### src/rtl/calc_pkg.sv
// Shared calculator request definitions: widths, command codes, request record
// and the small index helpers used by the request front end.
package calc_pkg;

    localparam int NUM_PORTS      = 4;
    localparam int PORT_W         = 2;
    localparam int REQ_CMD_WIDTH  = 4;
    localparam int REQ_DATA_WIDTH = 32;
    localparam int REQ_TAG_WIDTH  = 2;
    localparam int TAG_NUM        = 2 ** REQ_TAG_WIDTH;

    localparam logic [PORT_W:0]   PORT_COUNT = (PORT_W + 1)'(NUM_PORTS);
    localparam logic [PORT_W-1:0] PORT_ONE   = {{(PORT_W - 1){1'b0}}, 1'b1};

    typedef enum logic [REQ_CMD_WIDTH-1:0] {
        NOP = 4'd0,
        ADD = 4'd1,
        SUB = 4'd2,
        SHL = 4'd5,
        SHR = 4'd6
    } calc_cmd_e;

    typedef enum logic [0:0] {
        CAP_IDLE = 1'b0,
        CAP_OP2  = 1'b1
    } cap_state_e;

    typedef struct packed {
        logic [REQ_CMD_WIDTH-1:0]  cmd;
        logic [REQ_DATA_WIDTH-1:0] op1;
        logic [REQ_DATA_WIDTH-1:0] op2;
        logic [REQ_TAG_WIDTH-1:0]  tag;
    } calc_req_t;

    localparam int REQ_W = $bits(calc_req_t);

    // Port index `offset` positions after `base`, wrapping at NUM_PORTS.
    function automatic logic [PORT_W-1:0] rrIndex(input logic [PORT_W-1:0] base,
                                                  input logic [PORT_W-1:0] offset);
        logic [PORT_W:0] sum;
        sum = {1'b0, base} + {1'b0, offset};
        return (sum >= PORT_COUNT) ? PORT_W'(sum - PORT_COUNT) : sum[PORT_W-1:0];
    endfunction

    function automatic logic [TAG_NUM-1:0] tagMask(input logic [REQ_TAG_WIDTH-1:0] tag);
        return {{(TAG_NUM - 1){1'b0}}, 1'b1} << tag;
    endfunction

endpackage

### src/rtl/calc_port_queue.sv
// One requester port: two-cycle request capture, outstanding-tag tracking and
// the per-port request FIFO feeding the dispatch arbiter.
module calc_port_queue
    import calc_pkg::*;
#(
    parameter int FIFO_DEPTH = 4
) (
    input  logic                      clk,
    input  logic                      rstN,
    input  logic [REQ_CMD_WIDTH-1:0]  reqCmd,
    input  logic [REQ_DATA_WIDTH-1:0] reqData,
    input  logic [REQ_TAG_WIDTH-1:0]  reqTag,
    input  logic                      cplHit,
    input  logic [REQ_TAG_WIDTH-1:0]  cplTag,
    input  logic                      pop,
    output logic [REQ_W-1:0]          head,
    output logic                      empty,
    output logic                      tagErr
);

    localparam int PTR_W = (FIFO_DEPTH > 1) ? $clog2(FIFO_DEPTH) : 1;
    localparam logic [PTR_W-1:0] PTR_LAST = PTR_W'(FIFO_DEPTH - 1);
    localparam logic [PTR_W-1:0] PTR_ONE  = {{(PTR_W - 1){1'b0}}, 1'b1};
    localparam logic [PTR_W:0]   CNT_FULL = (PTR_W + 1)'(FIFO_DEPTH);
    localparam logic [PTR_W:0]   CNT_ONE  = {{PTR_W{1'b0}}, 1'b1};

    cap_state_e                 state_r;
    cap_state_e                 stateNext_s;
    logic                       capture_s;
    logic                       complete_s;
    logic [REQ_CMD_WIDTH-1:0]   cmd_r;
    logic [REQ_DATA_WIDTH-1:0]  op1_r;
    logic [REQ_TAG_WIDTH-1:0]   tag_r;
    logic [TAG_NUM-1:0]         outst_r;
    logic [TAG_NUM-1:0]         outstClr_s;
    logic [TAG_NUM-1:0]         outstNext_s;
    logic                       accept_s;
    logic                       reject_s;
    logic                       full_s;
    logic                       push_s;
    logic                       doPop_s;
    calc_req_t                  pushEntry_s;
    calc_req_t                  mem_r [FIFO_DEPTH];
    logic [PTR_W-1:0]           wrPtr_r;
    logic [PTR_W-1:0]           rdPtr_r;
    logic [PTR_W:0]             count_r;
    logic                       tagErr_r;

    // Capture state register.
    always_ff @(posedge clk or negedge rstN) begin
        if (!rstN) begin
            state_r <= CAP_IDLE;
        end else begin
            state_r <= stateNext_s;
        end
    end

    // Capture sequencing: a non-zero cmd opens a request, the next cycle closes it.
    always_comb begin
        stateNext_s = state_r;
        capture_s   = 1'b0;
        complete_s  = 1'b0;
        case (state_r)
            CAP_IDLE: begin
                if (reqCmd != '0) begin
                    stateNext_s = CAP_OP2;
                    capture_s   = 1'b1;
                end else begin
                    stateNext_s = CAP_IDLE;
                end
            end
            CAP_OP2: begin
                stateNext_s = CAP_IDLE;
                complete_s  = 1'b1;
            end
            default: stateNext_s = CAP_IDLE;
        endcase
    end

    // First-cycle fields of the request being captured.
    always_ff @(posedge clk or negedge rstN) begin
        if (!rstN) begin
            cmd_r <= '0;
            op1_r <= '0;
            tag_r <= '0;
        end else if (capture_s) begin
            cmd_r <= reqCmd;
            op1_r <= reqData;
            tag_r <= reqTag;
        end
    end

    // Tag check; a completion in the same cycle frees its tag before the check.
    always_comb begin
        outstClr_s        = cplHit ? (outst_r & ~tagMask(cplTag)) : outst_r;
        accept_s          = complete_s && !outstClr_s[tag_r];
        reject_s          = complete_s && outstClr_s[tag_r];
        outstNext_s       = accept_s ? (outstClr_s | tagMask(tag_r)) : outstClr_s;
        full_s            = (count_r == CNT_FULL);
        push_s            = accept_s && !full_s;
        doPop_s           = pop && (count_r != '0);
        pushEntry_s.cmd   = cmd_r;
        pushEntry_s.op1   = op1_r;
        pushEntry_s.op2   = reqData;
        pushEntry_s.tag   = tag_r;
    end

    // Outstanding tags and the one-cycle drop pulse.
    always_ff @(posedge clk or negedge rstN) begin
        if (!rstN) begin
            outst_r  <= '0;
            tagErr_r <= 1'b0;
        end else begin
            outst_r  <= outstNext_s;
            tagErr_r <= reject_s;
        end
    end

    // Request FIFO storage and pointers.
    always_ff @(posedge clk or negedge rstN) begin
        if (!rstN) begin
            for (int i = 0; i < FIFO_DEPTH; i++) begin
                mem_r[i] <= '0;
            end
            wrPtr_r <= '0;
            rdPtr_r <= '0;
            count_r <= '0;
        end else begin
            if (push_s) begin
                mem_r[wrPtr_r] <= pushEntry_s;
                wrPtr_r        <= (wrPtr_r == PTR_LAST) ? '0 : wrPtr_r + PTR_ONE;
            end
            if (doPop_s) begin
                rdPtr_r <= (rdPtr_r == PTR_LAST) ? '0 : rdPtr_r + PTR_ONE;
            end
            case ({push_s, doPop_s})
                2'b10:   count_r <= count_r + CNT_ONE;
                2'b01:   count_r <= count_r - CNT_ONE;
                default: count_r <= count_r;
            endcase
        end
    end

    assign head   = mem_r[rdPtr_r];
    assign empty  = (count_r == '0);
    assign tagErr = tagErr_r;

    calc_port_queue_chk u_chk (
        .clk  (clk),
        .rstN (rstN),
        .push (accept_s),
        .full (full_s)
    );

endmodule

### src/rtl/calc_port_queue_chk.sv
// Property checker for one request port queue.
module calc_port_queue_chk (
    input logic clk,
    input logic rstN,
    input logic push,
    input logic full
);

    // Tag accounting bounds the queue; a push into a full queue is lost.
    a_noPushWhenFull: assert property (@(posedge clk) disable iff (!rstN) !(push && full));

endmodule

### src/rtl/calc_req_frontend.sv
// Calculator request front end: per-port capture queues, round-robin dispatch
// arbiter and the registered valid/ready dispatch stage towards the ALU.
module calc_req_frontend
    import calc_pkg::*;
#(
    parameter int FIFO_DEPTH = 4
) (
    input  logic                                ifClk,
    input  logic                                ifRst,
    input  logic [NUM_PORTS*REQ_CMD_WIDTH-1:0]  ifReq_cmd_in,
    input  logic [NUM_PORTS*REQ_DATA_WIDTH-1:0] ifReq_data_in,
    input  logic [NUM_PORTS*REQ_TAG_WIDTH-1:0]  ifReq_tag_in,
    output logic                                disp_valid,
    input  logic                                disp_ready,
    output logic [1:0]                          disp_port,
    output logic [REQ_CMD_WIDTH-1:0]            disp_cmd,
    output logic [REQ_DATA_WIDTH-1:0]           disp_op1,
    output logic [REQ_DATA_WIDTH-1:0]           disp_op2,
    output logic [REQ_TAG_WIDTH-1:0]            disp_tag,
    input  logic                                cpl_valid,
    input  logic [1:0]                          cpl_port,
    input  logic [REQ_TAG_WIDTH-1:0]            cpl_tag,
    output logic [NUM_PORTS-1:0]                tag_err
);

    logic [REQ_W-1:0]     head_s [NUM_PORTS];
    logic [NUM_PORTS-1:0] empty_s;
    logic [NUM_PORTS-1:0] pop_s;
    logic                 winValid_s;
    logic [PORT_W-1:0]    winPort_s;
    logic                 loadEn_s;
    logic [PORT_W-1:0]    rrPtr_r;
    logic                 dispValid_r;
    logic [PORT_W-1:0]    dispPort_r;
    calc_req_t            dispReq_r;

    for (genvar p = 0; p < NUM_PORTS; p++) begin : g_port
        calc_port_queue #(
            .FIFO_DEPTH (FIFO_DEPTH)
        ) u_queue (
            .clk     (ifClk),
            .rstN    (ifRst),
            .reqCmd  (ifReq_cmd_in[p*REQ_CMD_WIDTH +: REQ_CMD_WIDTH]),
            .reqData (ifReq_data_in[p*REQ_DATA_WIDTH +: REQ_DATA_WIDTH]),
            .reqTag  (ifReq_tag_in[p*REQ_TAG_WIDTH +: REQ_TAG_WIDTH]),
            .cplHit  (cpl_valid && (cpl_port == PORT_W'(p))),
            .cplTag  (cpl_tag),
            .pop     (pop_s[p]),
            .head    (head_s[p]),
            .empty   (empty_s[p]),
            .tagErr  (tag_err[p])
        );
    end

    // Round-robin pick: scan from the far end so the port nearest rrPtr wins.
    always_comb begin
        winValid_s = 1'b0;
        winPort_s  = '0;
        for (int i = NUM_PORTS - 1; i >= 0; i--) begin
            winPort_s  = empty_s[rrIndex(rrPtr_r, PORT_W'(i))] ? winPort_s
                                                                : rrIndex(rrPtr_r, PORT_W'(i));
            winValid_s = winValid_s | !empty_s[rrIndex(rrPtr_r, PORT_W'(i))];
        end
        loadEn_s = !dispValid_r || disp_ready;
        pop_s    = (loadEn_s && winValid_s) ? ({{(NUM_PORTS - 1){1'b0}}, 1'b1} << winPort_s)
                                            : '0;
    end

    // Dispatch register: reload whenever empty or handed off this cycle.
    always_ff @(posedge ifClk or negedge ifRst) begin
        if (!ifRst) begin
            dispValid_r <= 1'b0;
            dispPort_r  <= '0;
            dispReq_r   <= '0;
            rrPtr_r     <= '0;
        end else if (loadEn_s) begin
            if (winValid_s) begin
                dispValid_r <= 1'b1;
                dispPort_r  <= winPort_s;
                dispReq_r   <= calc_req_t'(head_s[winPort_s]);
                rrPtr_r     <= rrIndex(winPort_s, PORT_ONE);
            end else begin
                dispValid_r <= 1'b0;
            end
        end
    end

    assign disp_valid = dispValid_r;
    assign disp_port  = dispPort_r;
    assign disp_cmd   = dispReq_r.cmd;
    assign disp_op1   = dispReq_r.op1;
    assign disp_op2   = dispReq_r.op2;
    assign disp_tag   = dispReq_r.tag;

endmodule
### config.mk
export PLATFORM = sky130hd
export DESIGN_NAME = calc_req_frontend
export DESIGN_NICKNAME = d
export VERILOG_FILES = /design/src/rtl/calc_pkg.sv /design/src/rtl/calc_port_queue.sv /design/src/rtl/calc_port_queue_chk.sv /design/src/rtl/calc_req_frontend.sv
export SDC_FILE = /design/constraint.sdc
export NUM_CORES = 2
export LEC_CHECK = 0
export ABC_AREA = 1
export BUFFER_PORTS_ARGS = -buffer_cell sky130_fd_sc_hd__buf_2
export CELL_PAD_IN_SITES_DETAIL_PLACEMENT = 1
export CELL_PAD_IN_SITES_GLOBAL_PLACEMENT = 1
export CORE_MARGIN = 5
export CORE_UTILIZATION = 35
export DETAILED_ROUTE_END_ITERATION = 6
export PLACE_DENSITY = 0.7
export SYNTH_ARGS = -nofsm -noshare
export SYNTH_HDL_FRONTEND = slang
export SYNTH_SLANG_ARGS = --single-unit
### constraint.sdc
create_clock -name ifClk -period 3.4 [get_ports ifClk]
set_input_delay 0.17 -clock ifClk [delete_from_list [all_inputs] [get_ports ifClk]]
set_output_delay 0.17 -clock ifClk [all_outputs]
set_load 0.005 [all_outputs]
==> load_flow_metrics.sql <==
INSERT INTO impl_metrics (metric_group, metric, value, unit) VALUES
('detailed_routing', 'avgViaCountPerCell', '5.29', ''),
('floorplan', 'floorplan.die.width', '432', 'µm'),
('logic_synthesis', 'yosys_most_used_dff', 'dfrtp_1', ''),
('timing', 'share_of_the_clock_period_used_by_the_worst_path_after_layout', '0.915', ''),
('timing', 'least_margin_pin_slew', '1.15', 'ns'),
('logic_synthesis', 'ys_seq_elements', '1399', ''),
('cells_and_area', 'final_nets', '7930', ''),
('logic_synthesis', 'synthDominantCellAreaShare', '0.563', ''),
('setup_path', 'startpoint_type', 'flop', ''),
('cts', 'htreeDepth', '4', ''),
('logic_synthesis', 'post_synth.cell_area_avg', '8.24', 'µm²'),
('placement', 'placed_cells_incl_taps', '9760', ''),
('cells_and_area', 'post_layout_instance_count_excluding_filler_cells', '10200', ''),
('setup_path', 'crit_path_max_fanout', '74', ''),
('setup_path', 'worst_ep_arrival_time', '3.80', 'ns'),
('placement', 'gp_congestion', '0.898', ''),
('logic_synthesis', 'synth_enable_flop_cells', '0', ''),
('timing', 'final-setup-viol-count', '0', ''),
('global_route', 'grt_first_pass_wirelength', '357', 'mm'),
('logic_synthesis', 'synth_largest_area_cell', 'dfrtp_1', ''),
('power', 'worst_ir_drop_vdd', '0.00108', 'V'),
('timing', 'relSlewSlack', '0.234', ''),
('power', 'report.power.total', '0.0822', 'W'),
('setup_path', 'timing_worst_setup_path_type', 'flop to flop', ''),
('detailed_routing', 'drc', '0', ''),
('cells_and_area', 'drive_above_1_share', '0.0897', ''),
('global_route', 'grt.overflow.total', '0', ''),
('timing', 'post_layout_min_period', '3.11', 'ns'),
('cts', 'clock_latency', '0.81', 'ns'),
('timing', 'final-max-slew-violation-count', '0', ''),
('cts', 'cts_sinks', '1399', ''),
('power', 'power.leakage', '35.2', 'nW'),
('setup_path', 'worst-endpoint-required', '4.09', 'ns'),
('cells_and_area', 'final.fill_count', '20900', ''),
('cts', 'cts-buffers-inserted', '158', ''),
('detailed_routing', 'wl_per_cell', '22.9', 'µm'),
('cells_and_area', 'final_util', '0.414', ''),
('cts', 'cts.reportedPaths.clkPinSlew', '0.06', 'ns'),
('timing', 'finalSetupTns', '0', 'ns'),
('floorplan', 'die-height', '432', 'µm'),
('timing', 'clock_skew', '0.0295', 'ns'),
('detailed_routing', 'route.antenna.remaining_nets', '0', ''),
('detailed_routing', 'drt_pass1_iterations', '6', ''),
('logic_synthesis', 'postSynthNetCount', '7734', ''),
('global_route', 'first_global_vias', '56000', ''),
('setup_path', 'timing.critical_path.to_type', 'flop', ''),
('logic_synthesis', 'post_synth_inst_count', '7546', ''),
('global_route', 'antenna_found_initial', '5', ''),
('floorplan', 'floorplan.io_pins', '237', ''),
('logic_synthesis', 'yosys_warnings', '0', ''),
('timing', 'report.final.hold_viol_count', '0', ''),
('detailed_routing', 'wl', '234', 'mm'),
('worst_hold_path', 'timing.hold.worst.class', 'primary input to async pin', ''),
('global_route', 'grt.total_usage', '0.249', ''),
('cells_and_area', 'final_area', '73000', 'µm²'),
('placement', 'dpl_cell_area', '66200', 'µm²'),
('logic_synthesis', 'ys_async_sr_fraction', '1.00', ''),
('cts', 'cts_repair_resize_count', '0', ''),
('floorplan', 'initial_core_util', '0.352', ''),
('floorplan', 'fp-row-count', '154', ''),
('logic_synthesis', 'synth_top_cells_by_count', 'nand2_1, o21ai_0, dfrtp_1', ''),
('logic_synthesis', 'post-synth-top-count-cell', 'nand2_1', ''),
('cells_and_area', 'syn_to_final_growth', '17.4', '%'),
('timing', 'fmax', '321', 'MHz'),
('cts', 'cts_root_buf', 'clkbuf_16', ''),
('power', 'p_per_area', '1130', 'nW/µm²'),
('placement', 'detailed_place_hpwl', '156', 'mm'),
('logic_synthesis', 'synth-seq-area-share', '0.563', ''),
('logic_synthesis', 'synth_cell_type_count', '33', ''),
('logic_synthesis', 'synth_area_leaders', 'dfrtp_1, o21ai_0, nand2_1, inv_1, clkbuf_1', ''),
('cts', 'number_of_hold_buffers_added_after_cts', '162', ''),
('job', 'maxCapViolations', '0', ''),
('cts', 'tritoncts', 'built', ''),
('detailed_routing', 'dr.first_iter.drc_count', '4164', ''),
('floorplan', 'core_area', '176000', 'µm²'),
('timing', 'rsz_0062_raised_after_global_routing', 'false', ''),
('detailed_routing', 'num_vias', '54000', ''),
('global_route', 'grt_start_max_net_pins', '143', ''),
('logic_synthesis', 'syn_area', '62200', 'µm²'),
('cts', 'post_cts_buffers', '0', ''),
('run_status', 'status', 'complete, no violations', ''),
('floorplan', 'fp.dieArea', '186000', 'µm²'),
('cts', 'clk_path_buf_depth', '3', ''),
('placement', 'port_buffers', '236', '');
-- path summary, 6_finish.rpt --
check | startpoint | endpoint | depth (start not counted) | slack [ns]
worst max register to register | rrPtr_r[0] | disp_op1[7] | 15 | 0.29
min in group ifClk | ifReq_tag_in[5] | g_port[2].u_queue.tag_r[1] | 4 | 0.14
max in group asynchronous | ifRst | g_port[0].u_queue.mem_r[221] | 4 | 2.38
worst min-delay path | ifRst | g_port[2].u_queue.mem_r[30] | 3 | 0.11
worst max-delay path | rrPtr_r[0] | disp_op1[7] | 15 | 0.29
worst min register to register | g_port[1].u_queue.mem_r[170] | g_port[1].u_queue.mem_r[170] | 2 | 0.48
-- metrics by stage --
step | setup slack, ns | hold WS, ns
6_report | 0.288 | 0.114
5_1_grt | 0.0613 | 0.143
4_1_cts | 0.329 | 0.0935
3_5_place_dp | 0.366 | 0.119
2_1_floorplan | 0.704 | -0.126
3_3_place_gp | 0.356 | 0.115
-- critical path, stage by stage, from the launching register on --
cell	delay [ns]
dfrtp_1	0.47
inv_2	0.19
nand2_1	0.07
nand2_1	0.08
nand3_1	0.14
nand2_1	0.10
inv_1	0.06
nand2_1	0.12
nand2_1	0.08
nand2_2	0.12
buf_4	0.76
nand3_1	0.26
nand3_1	0.25
nand2_1	0.08
nand2_1	0.06
nand2_1	0.05
-- layout by cell type (no fill, tap or decap), drive strengths merged, types with 176 or more instances in the layout --
| master | instances |
|---|---|
| clkbuf | 243 |
| dfrtp | 1399 |
| inv | 554 |
| nand3 | 229 |
| a21oi | 187 |
| nand2 | 2215 |
| nor2 | 384 |
| o22ai | 176 |
| buf | 407 |
| o21ai | 1761 |
-- routing by layer --
metal,vias up,global-route usage,part of all wire
met5,-,0,0.000056
met4,2,0.131,0.060
met3,377,0.0324,0.043
met2,1289,0.408,0.47
met1,27400,0.322,0.43
li1,24900,-,-
-- flip-flops by register name (all words and copies together), names as in the netlist --
| name | cells |
|---|---|
| g_port.u_queue.tag_r | 8 |
| g_port.u_queue.outst_r | 16 |
| g_port.u_queue.count_r | 12 |
| disp_port | 2 |
| g_port.u_queue.mem_r | 1120 |
| disp_cmd | 4 |
| disp_op1 | 32 |
| rrPtr_r | 2 |
| g_port.u_queue.cmd_r | 16 |
| disp_op2 | 32 |
| g_port.u_queue.wrPtr_r | 8 |
| g_port.u_queue.rdPtr_r | 8 |
| disp_tag | 2 |
| g_port.u_queue.op1_r | 128 |
| disp_valid | 1 |
| g_port.u_queue.tagErr | 4 |
| g_port.u_queue.state_r | 4 |
-- final cells by class --
class	instances	area [µm²]	area share
timing repair buffer	568	4790	0.0656
clock inverter	38	433	0.00593
antenna	3	7.51	0.000103
sequential	1399	35000	0.480
clock buffer	243	4710	0.0646
inverter	547	2060	0.0282
multi-input combinational	5068	23100	0.316
tap	2340	2930	0.0401
-- cell families (layout without fill, tap and decap cells) --
group,Yosys count,after routing,share of synthesized area
fa+ha+maj,28,28,0.00611
buf+inv,1079,1396,0.0681
simple gates,2853,2853,0.179
xor+xnor,8,8,0.00113
compound gates,2179,2179,0.183
flops,1399,1399,0.563
other cells,0,3,0
-- report_power, final --
group          leakage, nW  internal, W  switching [W]
Sequential            17.5       0.0240        0.00443
Clock                 2.54      0.00994        0.00720
Combinational         15.1       0.0105         0.0261
Total                 35.2       0.0445         0.0377
Note: power is estimated with default switching activity, not from simulation.
